$ cat src/rtl/pipe_pkg.sv
// pipe_pkg: shared pipeline constants and instruction field positions
package pipe_pkg;
  localparam int INSTR_W = 32;
  localparam int REG_W = 5;
  localparam int RS_MSB = 25;
  localparam int RS_LSB = 21;
  localparam int RT_MSB = 20;
  localparam int RT_LSB = 16;
  localparam int RSRT_W = RS_MSB - RT_LSB + 1;
  localparam logic [INSTR_W-1:0] RESET_PC_DEF = 32'h0000_0000;
  localparam logic [INSTR_W-1:0] NOP_INSTR_DEF = 32'h0000_0000;
endpackage

$ cat src/rtl/if_id_stage_if.sv
// if_id_stage_if: fetch/decode bus linking IF/ID with imem, ID and ID_EX
interface if_id_stage_if #(parameter int CNT_W = 16);
  import pipe_pkg::*;
  logic [INSTR_W-1:0] instr;
  logic pcsrc;
  logic [INSTR_W-1:0] branch_target;
  logic mem_read_ex;
  logic [REG_W-1:0] rt_ex;
  logic [INSTR_W-1:0] pc;
  logic [INSTR_W-1:0] instr_id;
  logic [INSTR_W-1:0] pcplus4_id;
  logic valid_id;
  logic stall;
  logic [CNT_W-1:0] stall_count;
  logic [CNT_W-1:0] flush_count;
  modport master (
    input instr, pcsrc, branch_target, mem_read_ex, rt_ex,
    output pc, instr_id, pcplus4_id, valid_id, stall, stall_count, flush_count
  );
  modport slave (
    output instr, pcsrc, branch_target, mem_read_ex, rt_ex,
    input pc, instr_id, pcplus4_id, valid_id, stall, stall_count, flush_count
  );
endinterface

$ cat src/rtl/load_use_hazard.sv
// load_use_hazard: flags a decode instruction reading the register an EX-stage load writes
module load_use_hazard
  import pipe_pkg::*;
(
  input  logic              valid_id_i,
  input  logic              mem_read_ex_i,
  input  logic [REG_W-1:0]  rt_ex_i,
  input  logic [RSRT_W-1:0] rs_rt_i,
  output logic              stall_o
);
  logic [REG_W-1:0] rs, rt;
  assign rs = rs_rt_i[RS_MSB-RT_LSB -: REG_W];
  assign rt = rs_rt_i[RT_MSB-RT_LSB -: REG_W];
  // rt compared regardless of opcode; $zero is never a hazard
  assign stall_o = valid_id_i && mem_read_ex_i && rt_ex_i != '0 && (rt_ex_i == rs || rt_ex_i == rt);
endmodule

$ cat src/rtl/if_id_stage.sv
// if_id_stage: PC register, IF/ID pipeline register, load-use stall and branch squash
module if_id_stage
  import pipe_pkg::*;
#(
  parameter logic [INSTR_W-1:0] RESET_PC  = RESET_PC_DEF,
  parameter logic [INSTR_W-1:0] NOP_INSTR = NOP_INSTR_DEF,
  parameter int CNT_W = 16
) (
  input logic clk,
  input logic rst_n,
  if_id_stage_if.master bus
);
  logic [INSTR_W-1:0] pc_q, pc_d, instr_q, instr_d, pc4_q, pc4_d, pc_plus4;
  logic valid_q, valid_d, stall;
  logic [CNT_W-1:0] scnt_q, scnt_d, fcnt_q, fcnt_d;
  load_use_hazard u_hazard (
    .valid_id_i   (valid_q),
    .mem_read_ex_i(bus.mem_read_ex),
    .rt_ex_i      (bus.rt_ex),
    .rs_rt_i      (instr_q[RS_MSB:RT_LSB]),
    .stall_o      (stall)
  );
  // a stall freezes everything, including a branch whose operands are stale
  always_comb begin
    pc_plus4 = pc_q + 32'd4;
    pc_d = stall ? pc_q : bus.pcsrc ? {bus.branch_target[INSTR_W-1:2], 2'b00} : pc_plus4;
    instr_d = stall ? instr_q : bus.pcsrc ? NOP_INSTR : bus.instr;
    pc4_d = stall ? pc4_q : bus.pcsrc ? '0 : pc_plus4;
    valid_d = stall ? valid_q : !bus.pcsrc;
    scnt_d = scnt_q + CNT_W'(stall && !(&scnt_q));
    fcnt_d = fcnt_q + CNT_W'(!stall && bus.pcsrc && !(&fcnt_q));
  end
  always_ff @(posedge clk or negedge rst_n) begin
    if (!rst_n) begin
      pc_q <= RESET_PC;
      instr_q <= NOP_INSTR;
      pc4_q <= '0;
      valid_q <= 1'b0;
      scnt_q <= '0;
      fcnt_q <= '0;
    end else begin
      pc_q <= pc_d;
      instr_q <= instr_d;
      pc4_q <= pc4_d;
      valid_q <= valid_d;
      scnt_q <= scnt_d;
      fcnt_q <= fcnt_d;
    end
  end
  assign bus.pc = pc_q;
  assign bus.instr_id = instr_q;
  assign bus.pcplus4_id = pc4_q;
  assign bus.valid_id = valid_q;
  assign bus.stall = stall;
  assign bus.stall_count = scnt_q;
  assign bus.flush_count = fcnt_q;
endmodule

$ cat src/flat_wrapper.sv
// flat-port wrapper written by rule: the top's interface ports become plain ports
module if_id_stage_flat import pipe_pkg::*;
#(
  parameter logic [INSTR_W-1:0] RESET_PC  = RESET_PC_DEF,
  parameter logic [INSTR_W-1:0] NOP_INSTR = NOP_INSTR_DEF,
  parameter int CNT_W = 16
)
  (clk, rst_n, bus_instr, bus_pcsrc, bus_branch_target, bus_mem_read_ex, bus_rt_ex, bus_pc, bus_instr_id, bus_pcplus4_id, bus_valid_id, bus_stall, bus_stall_count, bus_flush_count);
  if_id_stage_if #(.CNT_W(CNT_W)) bus_i ();
  input logic clk;
  input logic rst_n;
  input wire logic [$bits(bus_i.instr)-1:0] bus_instr;
  input wire logic [$bits(bus_i.pcsrc)-1:0] bus_pcsrc;
  input wire logic [$bits(bus_i.branch_target)-1:0] bus_branch_target;
  input wire logic [$bits(bus_i.mem_read_ex)-1:0] bus_mem_read_ex;
  input wire logic [$bits(bus_i.rt_ex)-1:0] bus_rt_ex;
  output wire logic [$bits(bus_i.pc)-1:0] bus_pc;
  output wire logic [$bits(bus_i.instr_id)-1:0] bus_instr_id;
  output wire logic [$bits(bus_i.pcplus4_id)-1:0] bus_pcplus4_id;
  output wire logic [$bits(bus_i.valid_id)-1:0] bus_valid_id;
  output wire logic [$bits(bus_i.stall)-1:0] bus_stall;
  output wire logic [$bits(bus_i.stall_count)-1:0] bus_stall_count;
  output wire logic [$bits(bus_i.flush_count)-1:0] bus_flush_count;
  assign bus_i.instr = bus_instr;
  assign bus_i.pcsrc = bus_pcsrc;
  assign bus_i.branch_target = bus_branch_target;
  assign bus_i.mem_read_ex = bus_mem_read_ex;
  assign bus_i.rt_ex = bus_rt_ex;
  assign bus_pc = bus_i.pc;
  assign bus_instr_id = bus_i.instr_id;
  assign bus_pcplus4_id = bus_i.pcplus4_id;
  assign bus_valid_id = bus_i.valid_id;
  assign bus_stall = bus_i.stall;
  assign bus_stall_count = bus_i.stall_count;
  assign bus_flush_count = bus_i.flush_count;
  if_id_stage #(.RESET_PC(RESET_PC), .NOP_INSTR(NOP_INSTR), .CNT_W(CNT_W)) u_core (.clk(clk), .rst_n(rst_n), .bus(bus_i));
endmodule
$ cat config.mk
export PLATFORM = sky130hd
export DESIGN_NAME = if_id_stage_flat
export DESIGN_NICKNAME = d
export VERILOG_FILES = /design/src/rtl/pipe_pkg.sv /design/src/rtl/if_id_stage_if.sv /design/src/rtl/load_use_hazard.sv /design/src/rtl/if_id_stage.sv /design/src/flat_wrapper.sv
export SDC_FILE = /design/constraint.sdc
export NUM_CORES = 1
export LEC_CHECK = 0
export ABC_AREA = 1
export CAP_MARGIN = 20
export CORE_ASPECT_RATIO = 0.75
export CORE_MARGIN = 5
export CORE_UTILIZATION = 40
export CTS_BUF_LIST = sky130_fd_sc_hd__clkbuf_2
export DETAILED_ROUTE_END_ITERATION = 12
export PLACE_DENSITY = 0.78
export SETUP_SLACK_MARGIN = 0.15
export SYNTH_ARGS = -nofsm -noshare
export SYNTH_HDL_FRONTEND = slang
export SYNTH_SLANG_ARGS = --single-unit
$ cat constraint.sdc
create_clock -name clk -period 6.53 [get_ports clk]
set_input_delay 1.6325 -clock clk [delete_from_list [all_inputs] [get_ports clk]]
set_output_delay 1.6325 -clock clk [all_outputs]
set_load 0.03 [all_outputs]
==> qor.log <==
[synthesis] total standard cell area after synthesis 6287 µm²
[global_routing] number of global-route vias before repair 5985
[critical_path] delay of the slowest critical-path stage 540 ps
[synthesis] Syn. warnings 0
[critical_path] highest fanout seen on the critical path 20
[global_routing] total grt overflow 0
[clock_network] H-tree lvl count 4
[clock_network] Clock Tree Buf Depth 2
[clock_network] register clock-pin slew on the reported worst setup and hold paths 160 ps
[critical_path] path length in cells of the critical path 10
[finish] Reg area 3153 µm²
[clock_network] cts bufs inserted 17
[floorplanning] Std-Cell Core Area 15320 µm²
[finish] commonest non-fill, non-tap cells in the layout 336 x sky130_fd_sc_hd__nand2_1, 196 x sky130_fd_sc_hd__clkdlybuf4s50_1, 126 x sky130_fd_sc_hd__dfrtp_1, 79 x sky130_fd_sc_hd__nand3_1, 62 x sky130_fd_sc_hd__nor2_1
[sta] slew at the pin with the worst max-slew slack 1060 ps
[critical_path] Req. time, crit path 4900 ps
[clock_network] # hold bufs at CTS 0
[sta] Worst Hold Margin 507.5 ps
[clock_network] Setup Fix Bufs, Post-CTS 0
[critical_path] endpoint of the most critical setup path bus_stall
[floorplanning] starting utilization of the core area 41.03%
[sta] setup repair after global routing missed its margin no
[placed_design] Port-buffer cells 198
[floorplanning] Boundary Pins 203
[critical_path] beginning of the worst register-to-register path u_core.bus.instr_id[25]
[critical_path] kind of critical path primary input to primary output
[finish] Util after Layout 56.03%
[sta] Slew headroom 29.22%
[detailed_routing] drt total wl 18.67 mm
[detailed_routing] total iterations of the first detailed-routing run 5
[critical_path] Buf/Inv on CP 4
[finish] layout overhead on the synthesized area 36.54%
[synthesis] cell count after synthesis 813
[sta] count of final max-slew check failures 0
[floorplanning] horizontal die dimension 154.8 µm
[power_and_ir_drop] power density over cell area 231.7 nW/µm²
[critical_path] cell-by-cell listing of the critical path clkdlybuf4s50_1, inv_2, nand2_1, nand2_1, nor2_1, nand3_1, nand2_1, nand2_2, inv_2, buf_4
[sta] final critical-path required period 4830 ps
[critical_path] Register-to-Register Path Depth 18
[power_and_ir_drop] peak supply drop 0.1460 mV
[sta] Setup TNS 0 ps
[detailed_routing] DRC errors left 0
[clock_network] TritonCTS clock tree yes
[synthesis] Synth cell types 26
[finish] Final #Nets 1082
[synthesis] number of synthesized register bits 126
[detailed_routing] DRT antenna net count 0
[global_routing] initial antenna violation count 0
[critical_path] startpoint class of the critical path primary input
[sta] Hold Violations, Final 0
[power_and_ir_drop] cell leakage power 0.004053 µW
[placed_design] RePlAce Congestion 0.9053
[sta] maximum clock skew at final layout 34.70 ps
[critical_path] flop-to-flop setup slack 3600 ps
[placed_design] hpwl dp 13.72 mm
[clock_network] number of clock sinks 126
[sta] Max Freq 0.2070 GHz
[sta] crit share post-route 73.97%
[synthesis] syn_area_per_cell 7.733 µm²
[clock_network] count of instances resized after the clock tree is built 0
[critical_path] library cell appearing most often on the critical path sky130_fd_sc_hd__nand2_1
[floorplanning] die height 118.6 µm
[min_path] path type of the worst min-delay path register to register
[sta] Final Setup Violations 0
[critical_path] data arrival time at the worst-slack endpoint 3200 ps
[floorplanning] overall die area 18350 µm²
[global_routing] total routing resource utilization after global routing 21.12%
[critical_path] slowest library cell on the worst path sky130_fd_sc_hd__clkdlybuf4s50_1
[critical_path] capturing point of the worst reg2reg path u_core.bus.flush_count[14]
[global_routing] first-pass GRT wire length 31.15 mm
[status] outcome complete, no violations
[run] count of max-cap constraint violations 0
[critical_path] Worst path top cell family by delay buffers and inverters
[detailed_routing] average wire length per cell after detail routing 15.28 µm
[finish] most frequent standard cell in the layout excluding fill and tap cells sky130_fd_sc_hd__nand2_1
[synthesis] post-synthesis sequential area ratio 50.15%
[finish] Layout fillers 1422
[finish] total area of multi-input combinational cells 2741 µm²
[clock_network] clock insertion delay at the later pin of the skew report 690 ps
[detailed_routing] routed via count divided by cell count 4.778
[critical_path] worst setup path startpoint bus_rt_ex[1]
[detailed_routing] drt initial violations 393
[global_routing] maximum number of pins on one net before global-route repair 103
[critical_path] critical path endpoint category primary output
[finish] diodes inserted 0
[floorplanning] # rows 39
[finish] ratio of cells with drive above 1 in the final layout 4.818%
[detailed_routing] total number of vias 5839
[clock_network] buffer type at the clock tree root sky130_fd_sc_hd__clkbuf_2
==> synth_stat cells <==
cell	n	area [µm²]
sky130_fd_sc_hd__nand2_1	336	1261
sky130_fd_sc_hd__dfrtp_1	126	3153
sky130_fd_sc_hd__nand3_1	79	395.4
sky130_fd_sc_hd__nor2_1	62	232.7
sky130_fd_sc_hd__inv_1	48	180.2
sky130_fd_sc_hd__o21ai_0	34	170.2
sky130_fd_sc_hd__xor2_1	25	219.0
sky130_fd_sc_hd__o21ai_1	21	105.1
sky130_fd_sc_hd__clkbuf_1	16	60.06
sky130_fd_sc_hd__xnor2_1	14	122.6
sky130_fd_sc_hd__buf_6	8	90.09
sky130_fd_sc_hd__nand4_1	8	50.05
sky130_fd_sc_hd__buf_2	5	25.02
sky130_fd_sc_hd__ha_1	5	62.56
sky130_fd_sc_hd__inv_2	5	18.77
sky130_fd_sc_hd__nor3_1	4	20.02
sky130_fd_sc_hd__buf_4	3	22.52
sky130_fd_sc_hd__a21oi_1	2	10.01
sky130_fd_sc_hd__nand2_2	2	12.51
sky130_fd_sc_hd__nor2_4	2	22.52
sky130_fd_sc_hd__nor4_1	2	12.51
sky130_fd_sc_hd__o21bai_1	2	15.01
sky130_fd_sc_hd__conb_1	1	3.750
sky130_fd_sc_hd__nand3b_1	1	7.510
sky130_fd_sc_hd__nor2_2	1	6.260
sky130_fd_sc_hd__nor4b_1	1	8.760
==> metrics by stage <==
stage | std cells | worst slack, ps | cell area, µm² | total power, µW
after global placement | 1190 | 1666 | 8364 | 1527
after global routing | 1222 | 1506 | 8584 | 2107
after detailed placement | 1190 | 1629 | 8364 | 1536
after CTS | 1222 | 1634 | 8584 | 2018
final | 1222 | 1700 | 8584 | 1989
after floorplan | 814 | 2416 | 6291 | 1249
==> registers in the layout, indices dropped and copies added (netlist names) <==
register,cells
u_core.bus.stall_count,16
u_core.bus.valid_id,1
u_core.bus.pcplus4_id,31
u_core.bus.pc,30
u_core.bus.instr_id,32
u_core.bus.flush_count,16
==> worst min path at each step <==
stage / start / endpoint / slack (ps) / cells past startpoint
2_1_floorplan: u_core.bus.pcplus4_id[1] / u_core.bus.pcplus4_id[1] / 650 / 2
3_3_place_gp: u_core.bus.instr_id[28] / u_core.bus.instr_id[28] / 460 / 2
3_5_place_dp: u_core.bus.instr_id[2] / u_core.bus.instr_id[2] / 470 / 2
4_1_cts: u_core.bus.instr_id[28] / u_core.bus.instr_id[28] / 510 / 2
5_1_grt: u_core.bus.stall_count[13] / u_core.bus.stall_count[13] / 530 / 1
6_report: u_core.bus.stall_count[13] / u_core.bus.stall_count[13] / 510 / 1
==> area by class of cell <==
type                       count  share of cell area (%)
inverter                      53                   2.317
multi-input combinational    603                   31.93
timing repair buffer         203                   23.47
clock buffer                  20                   1.166
sequential                   126                   36.73
tap                          205                   2.988
clock inverter                12                   1.399
==> per-layer routing <==
layer / share of wire, % / GRT usage (%) / wire length [µm] / up-vias
li1: - / - / - / 2937
met1: 43 / 26.77 / 8101 / 2676
met2: 45 / 32.82 / 8362 / 200
met3: 10 / 9.682 / 1898 / 26
met4: 1.7 / 5.681 / 312 / 0
met5: 0 / 0 / 0 / -
==> cells by family (layout without fill, tap and decap cells) <==
kind of cell	after synthesis	in the layout	synth area share [%]
buffers and inverters	85	288	6.308
DFF	126	126	50.15
other	1	2	0.05964
and+or+nand+nor	498	498	32.28
xor gates and xnor gates	39	39	5.433
AOI/OAI and AO/OA	59	59	4.776
adders and majority gates	5	5	0.9950
==> report_power, final <==
group          total (µW)  internal [µW]  switching, µW
combinational         563            232            331
clock                 471            176            295
sequential            955            859           95.7
Power figures use the tool's default switching activity.
